## config.mk

```make
export PLATFORM = sky130hd
export DESIGN_NAME = nfa_stream_engine
export DESIGN_NICKNAME = d
export VERILOG_FILES = /design/src/rtl/nfa_pkg.sv /design/src/rtl/nfa_stream_engine_fifo.sv /design/src/rtl/nfa_stream_engine.sv
export SDC_FILE = /design/constraint.sdc
export NUM_CORES = 2
export LEC_CHECK = 0
export BUFFER_PORTS_ARGS = -buffer_cell sky130_fd_sc_hd__buf_4
export CORE_UTILIZATION = 60
export CTS_CLUSTER_SIZE = 30
export DETAILED_ROUTE_END_ITERATION = 10
export GPL_ROUTABILITY_DRIVEN = 0
export GPL_TIMING_DRIVEN = 1
export PLACE_DENSITY = 0.78
export SYNTH_ARGS = -nofsm -noshare
export SYNTH_HDL_FRONTEND = slang
export SYNTH_SLANG_ARGS = --single-unit
```

## constraint.sdc

```tcl
create_clock -name clk -period 14.1 [get_ports clk]
set_input_delay 2.115 -clock clk [delete_from_list [all_inputs] [get_ports clk]]
set_output_delay 2.115 -clock clk [all_outputs]
set_load 0.1 [all_outputs]
```

## src/rtl/nfa_pkg.sv

```systemverilog
// nfa_pkg: shared types for the NFA stream engine.
//   start_mode_e : per-STE start behaviour (none / start-of-data / all-input)
//   cfg_sel_e    : configuration target selector
//   eng_state_e  : engine FSM state, also exported on dbg_state
//   interval_t   : one inclusive match interval {en, hi, lo}
// Interval bounds are stored at NFA_SYM_W_MAX bits; narrower symbols are
// zero-extended before comparison, so SYM_W must not exceed that width.
package nfa_pkg;

  localparam int NFA_SYM_W_MAX = 16;

  typedef enum logic [1:0] {
    SM_NONE = 2'd0,
    SM_SOD  = 2'd1,
    SM_ALL  = 2'd2
  } start_mode_e;

  typedef enum logic [1:0] {
    CS_INT  = 2'd0,
    CS_PRED = 2'd1,
    CS_ATTR = 2'd2
  } cfg_sel_e;

  typedef enum logic [1:0] {
    ST_IDLE   = 2'd0,
    ST_STREAM = 2'd1,
    ST_DRAIN  = 2'd2
  } eng_state_e;

  typedef struct packed {
    logic                     en;
    logic [NFA_SYM_W_MAX-1:0] hi;
    logic [NFA_SYM_W_MAX-1:0] lo;
  } interval_t;

  // Unsigned inclusive test; an interval with lo > hi can never hit.
  function automatic logic interval_hit(interval_t iv, logic [NFA_SYM_W_MAX-1:0] sym);
    return iv.en && (iv.lo <= sym) && (sym <= iv.hi);
  endfunction

  function automatic int max3(int a, int b, int c);
    int m;
    m = (a > b) ? a : b;
    return (m > c) ? m : c;
  endfunction

endpackage

```

## src/rtl/nfa_stream_engine_fifo.sv

```systemverilog
// nfa_rpt_fifo: synchronous first-word-fall-through FIFO for report records.
//   clk_i, reset_i  : clock, synchronous active-high reset (empties the FIFO)
//   push_i          : write push_data_i (ignored while full)
//   pop_i           : consume the head entry (ignored while empty)
//   pop_data_o      : head entry, valid whenever empty_o is low
//   empty_o, full_o : occupancy flags, both derived from the registered count
// DEPTH must be a power of two so the pointers wrap naturally.
module nfa_rpt_fifo #(
  parameter int WIDTH = 48,
  parameter int DEPTH = 8
) (
  input  logic             clk_i,
  input  logic             reset_i,
  input  logic             push_i,
  input  logic [WIDTH-1:0] push_data_i,
  input  logic             pop_i,
  output logic [WIDTH-1:0] pop_data_o,
  output logic             empty_o,
  output logic             full_o
);

  localparam int AW = $clog2(DEPTH);

  logic [WIDTH-1:0] mem_q [DEPTH];
  logic [AW-1:0]    wr_q, rd_q;
  logic [AW:0]      cnt_q;
  logic             do_push, do_pop;

  assign empty_o    = (cnt_q == '0);
  assign full_o     = (cnt_q == (AW+1)'(DEPTH));
  assign do_push    = push_i & ~full_o;
  assign do_pop     = pop_i & ~empty_o;
  assign pop_data_o = mem_q[rd_q];

  always_ff @(posedge clk_i) begin
    if (do_push) mem_q[wr_q] <= push_data_i;
  end

  always_ff @(posedge clk_i) begin
    if (reset_i) begin
      wr_q  <= '0;
      rd_q  <= '0;
      cnt_q <= '0;
    end else begin
      if (do_push) wr_q <= wr_q + AW'(1);
      if (do_pop)  rd_q <= rd_q + AW'(1);
      case ({do_push, do_pop})
        2'b10:   cnt_q <= cnt_q + (AW+1)'(1);
        2'b01:   cnt_q <= cnt_q - (AW+1)'(1);
        default: cnt_q <= cnt_q;
      endcase
    end
  end

endmodule

```

## src/rtl/nfa_stream_engine.sv

```systemverilog
// nfa_stream_engine: runtime-programmable homogeneous NFA over a symbol stream.
//   cfg_*      : configuration port; honoured only while IDLE, otherwise (or
//                for cfg_sel=3) the write is dropped and cfg_err pulses next cycle
//   sym_*      : input symbol stream
//   rpt_*      : time-stamped report records {rpt_ofs, rpt_vec} from a FWFT FIFO
//   active     : registered active-state vector
//   busy, done : engine not IDLE / one-cycle end-of-stream pulse
//   dbg_state  : current FSM state
// Handshakes: a transfer happens on a rising edge where valid & ready are both
// high. Producers hold data stable while valid is high and not accepted;
// ready never depends combinationally on valid.
module nfa_stream_engine
  import nfa_pkg::*;
#(
  parameter int N_STE      = 16,
  parameter int SYM_W      = 8,
  parameter int N_INT      = 4,
  parameter int FIFO_DEPTH = 8,
  parameter int OFS_W      = 32,
  localparam int STE_W     = $clog2(N_STE),
  localparam int INT_W     = $clog2(N_INT),
  localparam int CFG_W     = max3(2*SYM_W+1, N_STE, 3)
) (
  input  logic              clk,
  input  logic              reset,
  input  logic              cfg_we,
  input  logic [1:0]        cfg_sel,
  input  logic [STE_W-1:0]  cfg_ste,
  input  logic [INT_W-1:0]  cfg_int,
  input  logic [CFG_W-1:0]  cfg_wdata,
  output logic              cfg_err,
  input  logic              sym_valid,
  output logic              sym_ready,
  input  logic [SYM_W-1:0]  sym_data,
  input  logic              sym_last,
  output logic              rpt_valid,
  input  logic              rpt_ready,
  output logic [OFS_W-1:0]  rpt_ofs,
  output logic [N_STE-1:0]  rpt_vec,
  output logic [N_STE-1:0]  active,
  output logic              busy,
  output logic              done,
  output eng_state_e        dbg_state
);

  // Configuration storage
  interval_t        int_q  [N_STE][N_INT];
  logic [N_STE-1:0] pred_q [N_STE];
  start_mode_e      mode_q [N_STE];
  logic [N_STE-1:0] rep_q;

  // Engine state
  eng_state_e       state_q;
  logic [N_STE-1:0] active_q;
  logic [OFS_W-1:0] ofs_q;
  logic             done_q;
  logic             cfg_err_q;

  logic                     cfg_ok;
  interval_t                iv_w;
  logic [NFA_SYM_W_MAX-1:0] sym_ext;
  logic                     sod;
  logic [N_STE-1:0]         match_vec, enable_vec, act_nx, rpt_d;
  logic [OFS_W-1:0]         cur_ofs;
  logic                     accept, push, pop;
  logic                     fifo_empty, fifo_full;
  logic [OFS_W+N_STE-1:0]   fifo_dout;

  assign cfg_ok = cfg_we & (state_q == ST_IDLE) & (cfg_sel != 2'd3);

  always_comb begin
    iv_w                = '0;
    iv_w.lo[SYM_W-1:0]  = cfg_wdata[SYM_W-1:0];
    iv_w.hi[SYM_W-1:0]  = cfg_wdata[2*SYM_W-1:SYM_W];
    iv_w.en             = cfg_wdata[2*SYM_W];
  end

  always_ff @(posedge clk) begin
    if (reset) begin
      rep_q <= '0;
      for (int i = 0; i < N_STE; i++) begin
        pred_q[i] <= '0;
        mode_q[i] <= SM_NONE;
        for (int k = 0; k < N_INT; k++) int_q[i][k] <= '0;
      end
    end else if (cfg_ok) begin
      case (cfg_sel_e'(cfg_sel))
        CS_INT:  int_q[cfg_ste][cfg_int] <= iv_w;
        CS_PRED: pred_q[cfg_ste] <= cfg_wdata[N_STE-1:0];
        CS_ATTR: begin
          mode_q[cfg_ste] <= start_mode_e'(cfg_wdata[1:0]);
          rep_q[cfg_ste]  <= cfg_wdata[2];
        end
        default: ;
      endcase
    end
  end

  // Next active vector for the symbol currently on sym_data.
  // Start-of-data is asserted only for the first symbol, i.e. while IDLE.
  always_comb begin
    sym_ext               = '0;
    sym_ext[SYM_W-1:0]    = sym_data;
    sod                   = (state_q == ST_IDLE);
    match_vec             = '0;
    enable_vec            = '0;
    for (int i = 0; i < N_STE; i++) begin
      for (int k = 0; k < N_INT; k++) begin
        match_vec[i] = match_vec[i] | interval_hit(int_q[i][k], sym_ext);
      end
      enable_vec[i] = (|(active_q & pred_q[i])) |
                      (sod & (mode_q[i] == SM_SOD)) |
                      (mode_q[i] == SM_ALL);
    end
    act_nx = match_vec & enable_vec;
    rpt_d  = act_nx & rep_q;
  end

  // The first symbol of a stream always carries offset 0.
  assign cur_ofs   = (state_q == ST_IDLE) ? '0 : ofs_q;
  assign sym_ready = ((state_q == ST_IDLE) | (state_q == ST_STREAM)) & ~fifo_full;
  assign accept    = sym_valid & sym_ready;
  assign push      = accept & (|rpt_d);
  assign pop       = rpt_valid & rpt_ready;

  nfa_rpt_fifo #(
    .WIDTH (OFS_W + N_STE),
    .DEPTH (FIFO_DEPTH)
  ) u_fifo (
    .clk_i       (clk),
    .reset_i     (reset),
    .push_i      (push),
    .push_data_i ({cur_ofs, rpt_d}),
    .pop_i       (pop),
    .pop_data_o  (fifo_dout),
    .empty_o     (fifo_empty),
    .full_o      (fifo_full)
  );

  always_ff @(posedge clk) begin
    if (reset) begin
      state_q   <= ST_IDLE;
      active_q  <= '0;
      ofs_q     <= '0;
      done_q    <= 1'b0;
      cfg_err_q <= 1'b0;
    end else begin
      done_q    <= 1'b0;
      cfg_err_q <= cfg_we & ~cfg_ok;
      case (state_q)
        ST_IDLE, ST_STREAM: begin
          if (accept) begin
            active_q <= act_nx;
            ofs_q    <= cur_ofs + OFS_W'(1);
            state_q  <= sym_last ? ST_DRAIN : ST_STREAM;
          end
        end
        ST_DRAIN: begin
          // Hold the final active vector until the collector has every record.
          if (fifo_empty) begin
            done_q   <= 1'b1;
            active_q <= '0;
            state_q  <= ST_IDLE;
          end
        end
        default: state_q <= ST_IDLE;
      endcase
    end
  end

  assign rpt_valid = ~fifo_empty;
  assign rpt_ofs   = fifo_dout[OFS_W+N_STE-1:N_STE];
  assign rpt_vec   = fifo_dout[N_STE-1:0];
  assign active    = active_q;
  assign busy      = (state_q != ST_IDLE);
  assign done      = done_q;
  assign cfg_err   = cfg_err_q;
  assign dbg_state = state_q;

endmodule

```

==> impl_metrics.json <==
{
  "status": "finished clean",
  "min_path_type": "register to register",
  "worst_pin_slew_ns": 1.478,
  "wl_um": 247300,
  "met1_length_um": 95290,
  "fp.dieH_um": 401.1,
  "final_cells": 9976,
  "period_share": 0.5654,
  "endpoint": "u_fifo.cnt_q[3]$_SDFFE_PP0P_",
  "num_vias": 62390,
  "grt_pass1_vias": 61950,
  "cts_max_level": 4,
  "synth.cell_area_sq_um": 95580,
  "cts_buffers": 188,
  "r2r-start": "dbg_state[0]$_SDFFE_PP0P_",
  "synth_commonest_cells": "1760 x edfxtp_1, 1372 x and2_1, 1030 x ha_1, 583 x inv_1, 455 x a21oi_1",
  "synth_area_leader_cell": "edfxtp_1",
  "antenna_found_initial": 8,
  "post_cts_resized": 0,
  "cts_root_buf": "clkbuf_16",
  "yosysUniqueCellTypes": 75,
  "start_kind": "input pin",
  "die_area_sq_um": 160900,
  "hold_buffers": 0,
  "top_layer_used": "met5",
  "start_util": 0.6042,
  "p_per_area_nw_per_um2": 117.8,
  "clk_latency_ns": 0.88,
  "slew_viol_final": 0,
  "rows": 146,
  "vias_per_cell": 6.254,
  "synth_most_common_cell": "edfxtp_1",
  "fp.dieW_um": 401.1,
  "rrSetupSlack_ns": 8.24,
  "r2r_end": "u_fifo.cnt_q[3]$_SDFFE_PP0P_",
  "met2WireLength_um": 119000,
  "worstSetupPathType": "input pin to register",
  "drt_pass1_iterations": 6,
  "clk_pin_slew_ns": 0.06,
  "finClkSkew_ns": 0.07729,
  "synth_top_area_share": 0.5529,
  "clockBufferDepth": 3,
  "r2r_cells": 18,
  "max_freq_ghz": 0.1254,
  "areaGrowthSynthToFinish_pct": 9.743,
  "ys_async_sr_fraction": 0,
  "cp.arrival_ns": 8.76,
  "ir_worst_vdd_mv": 0.1235,
  "ys_ff_latch": 1841,
  "overflow": 0,
  "critPathCaptureType": "register",
  "synth_nets": 8744,
  "yosysWarnings": 0,
  "avgSynthCellArea_sq_um": 12.46,
  "ant_nets": 0,
  "worst-path-max-fanout": 44,
  "fin_setup_tns_ns": 0,
  "synth_area_leaders": "edfxtp_1 55%, ha_1 13%, and2_1 9.0%",
  "synth.yosys.seq_area_share": 0.5699,
  "drtIter0Drc": 5943,
  "min_period_ns": 7.972,
  "route.met3.wl_um": 21480,
  "rsz0062_at_grt": "false",
  "synth_top_flop_cell": "edfxtp_1",
  "grt_usage": 0.3059,
  "drv_cap": 0,
  "drc": 0,
  "grt_pass1_wl_um": 370400,
  "dp_hpwl_um": 141800,
  "cts_tree": "built",
  "post_cts_buffers": 0,
  "grt_max_degree": 85,
  "final_nets": 8808,
  "synth_edf_count": 1760,
  "syn_inst": 7674,
  "setup-violations-final": 0,
  "cp-startpoint": "sym_data[7]",
  "cts_sinks": 1841,
  "wl_per_cell_um": 24.79,
  "dp.cells": 9620,
  "hold_violations": 0,
  "worst_ep_required_time_ns": 14.89,
  "p_leak_nw": 41.20,
  "relSlewSlack": 0.01469,
  "io_pins": 110,
  "core_sq_um": 158200,
  "drive_gt1_frac": 0.09500,
  "port_buffers": 109
}
## registers in the layout (all words and copies together), names as in the netlist, named ones only
register      cells
u_fifo.wr_q       3
int_q          1088
dbg_state         2
u_fifo.rd_q       3
done              1
pred_q          256
rep_q            16
ofs_q            32
cfg_err           1
u_fifo.mem_q    384
u_fifo.cnt_q      4
active           16
mode_q           32
## cells in the final DEF (no fill, tap or decap), types with 22 or more instances in the layout
cell | Yosys | final
inv_1 | 583 | 574
o22ai_1 | 40 | 40
nand2_1 | 251 | 250
a2111oi_0 | 26 | 26
mux2_2 | 49 | 49
o21ai_0 | 165 | 165
buf_4 | 0 | 207
edfxtp_1 | 1760 | 1760
a22oi_1 | 75 | 75
clkinv_2 | 0 | 24
nor3_1 | 38 | 34
clkinv_1 | 0 | 22
ha_1 | 1030 | 1030
a22o_1 | 29 | 29
clkbuf_16 | 0 | 188
a211oi_1 | 26 | 26
nand3_1 | 89 | 89
a221oi_1 | 26 | 26
o21bai_1 | 24 | 24
dfxtp_1 | 81 | 78
a21oi_1 | 455 | 455
or2_2 | 102 | 102
nor2_1 | 296 | 296
nor2b_1 | 133 | 133
o211ai_1 | 91 | 91
nand2b_1 | 30 | 30
and2_1 | 1372 | 1372
clkbuf_1 | 323 | 62
mux4_2 | 96 | 96
nand4_1 | 245 | 245
## critical path, stage by stage
cell and delay [ns]:
buf_4 0.34, inv_4 0.47, buf_4 0.88, ha_1 0.40, nand4_1 0.14, nor2_1 0.08, a211oi_2 0.14, nor4_1 0.09
a41o_1 0.31, o311a_1 0.55, or4_1 0.58, or4b_4 0.54, o21ai_2 0.55, ha_1 0.33, ha_1 0.25, a21o_1 0.18
a21oi_1 0.17, xnor2_1 0.10, or3_1 0.31, a21oi_1 0.15
## layer usage
layer / up-vias / track usage
li1: 28050 / -
met1: 30730 / 0.3946
met2: 2920 / 0.5107
met3: 687 / 0.04660
met4: 2 / 0.1414
met5: - / 0
## stage by stage
| step | instance area (sq um) | power (mW) | hold slack (ns) | util | setup slack, ns |
|---|---|---|---|---|---|
| after CTS | 104900 | 12.37 | 0.4793 | 0.6629 | 6.234 |
| after global routing | 104900 | 12.70 | 0.4919 | 0.6629 | 5.986 |
| final | 104900 | 12.36 | 0.4802 | 0.6631 | 6.128 |
| after global placement | 98550 | 7.335 | 0.4563 | 0.6230 | 5.365 |
| after detailed placement | 98550 | 7.397 | 0.4673 | 0.6230 | 5.294 |
| after floorplan | 95580 | 6.952 | 0.4453 | - | 3.132 |
## how the worst min path moves through the flow
| stage | from | end | slack, ns | depth (start not counted) |
|---|---|---|---|---|
| 4_1_cts | rep_q[8]$_SDFFE_PP0P_ | rep_q[8]$_SDFFE_PP0P_ | 0.48 | 2 |
| 6_report | rep_q[7]$_SDFFE_PP0P_ | rep_q[7]$_SDFFE_PP0P_ | 0.48 | 2 |
| 5_1_grt | rep_q[8]$_SDFFE_PP0P_ | rep_q[8]$_SDFFE_PP0P_ | 0.49 | 2 |
| 3_5_place_dp | rep_q[5]$_SDFFE_PP0P_ | rep_q[5]$_SDFFE_PP0P_ | 0.47 | 2 |
| 3_3_place_gp | ofs_q[1]$_SDFFE_PP0P_ | ofs_q[1]$_SDFFE_PP0P_ | 0.46 | 2 |
| 2_1_floorplan | ofs_q[1]$_SDFFE_PP0P_ | ofs_q[1]$_SDFFE_PP0P_ | 0.45 | 2 |
## area by class of cell
| class | instances | area, sq um |
|---|---|---|
| diodes | 9 | 22.52 |
| clock buffers | 269 | 5199 |
| clock inverters | 78 | 1119 |
| fillers | 11040 | 53300 |
| inverters | 583 | 2208 |
| multi-input cells | 4916 | 37700 |
| flip-flops and latches | 1841 | 54480 |
| well taps | 2072 | 2592 |
| repair buffers | 208 | 1568 |
## report_power, final
group / switching [mW] / internal (mW) / leakage (nW)
combinational: 0.784 / 0.343 / 20.0
sequential: 0.0644 / 6.12 / 18.2
clock: 2.18 / 2.87 / 3.04
## cell families (layout without fill, tap and decap cells)
logic type      after synthesis  after routing  share of synthesized area
xor+xnor                     30             30                   0.002749
compound gates             1081           1081                    0.07032
fa+ha+maj                  1031           1031                     0.1350
flops                      1841           1841                     0.5699
other cells                   0              9                          0
mux                         152            152                    0.02915
buf+inv                     917           1138                    0.03612
simple gates               2622           2622                     0.1567
Power figures use the tool's default switching activity.
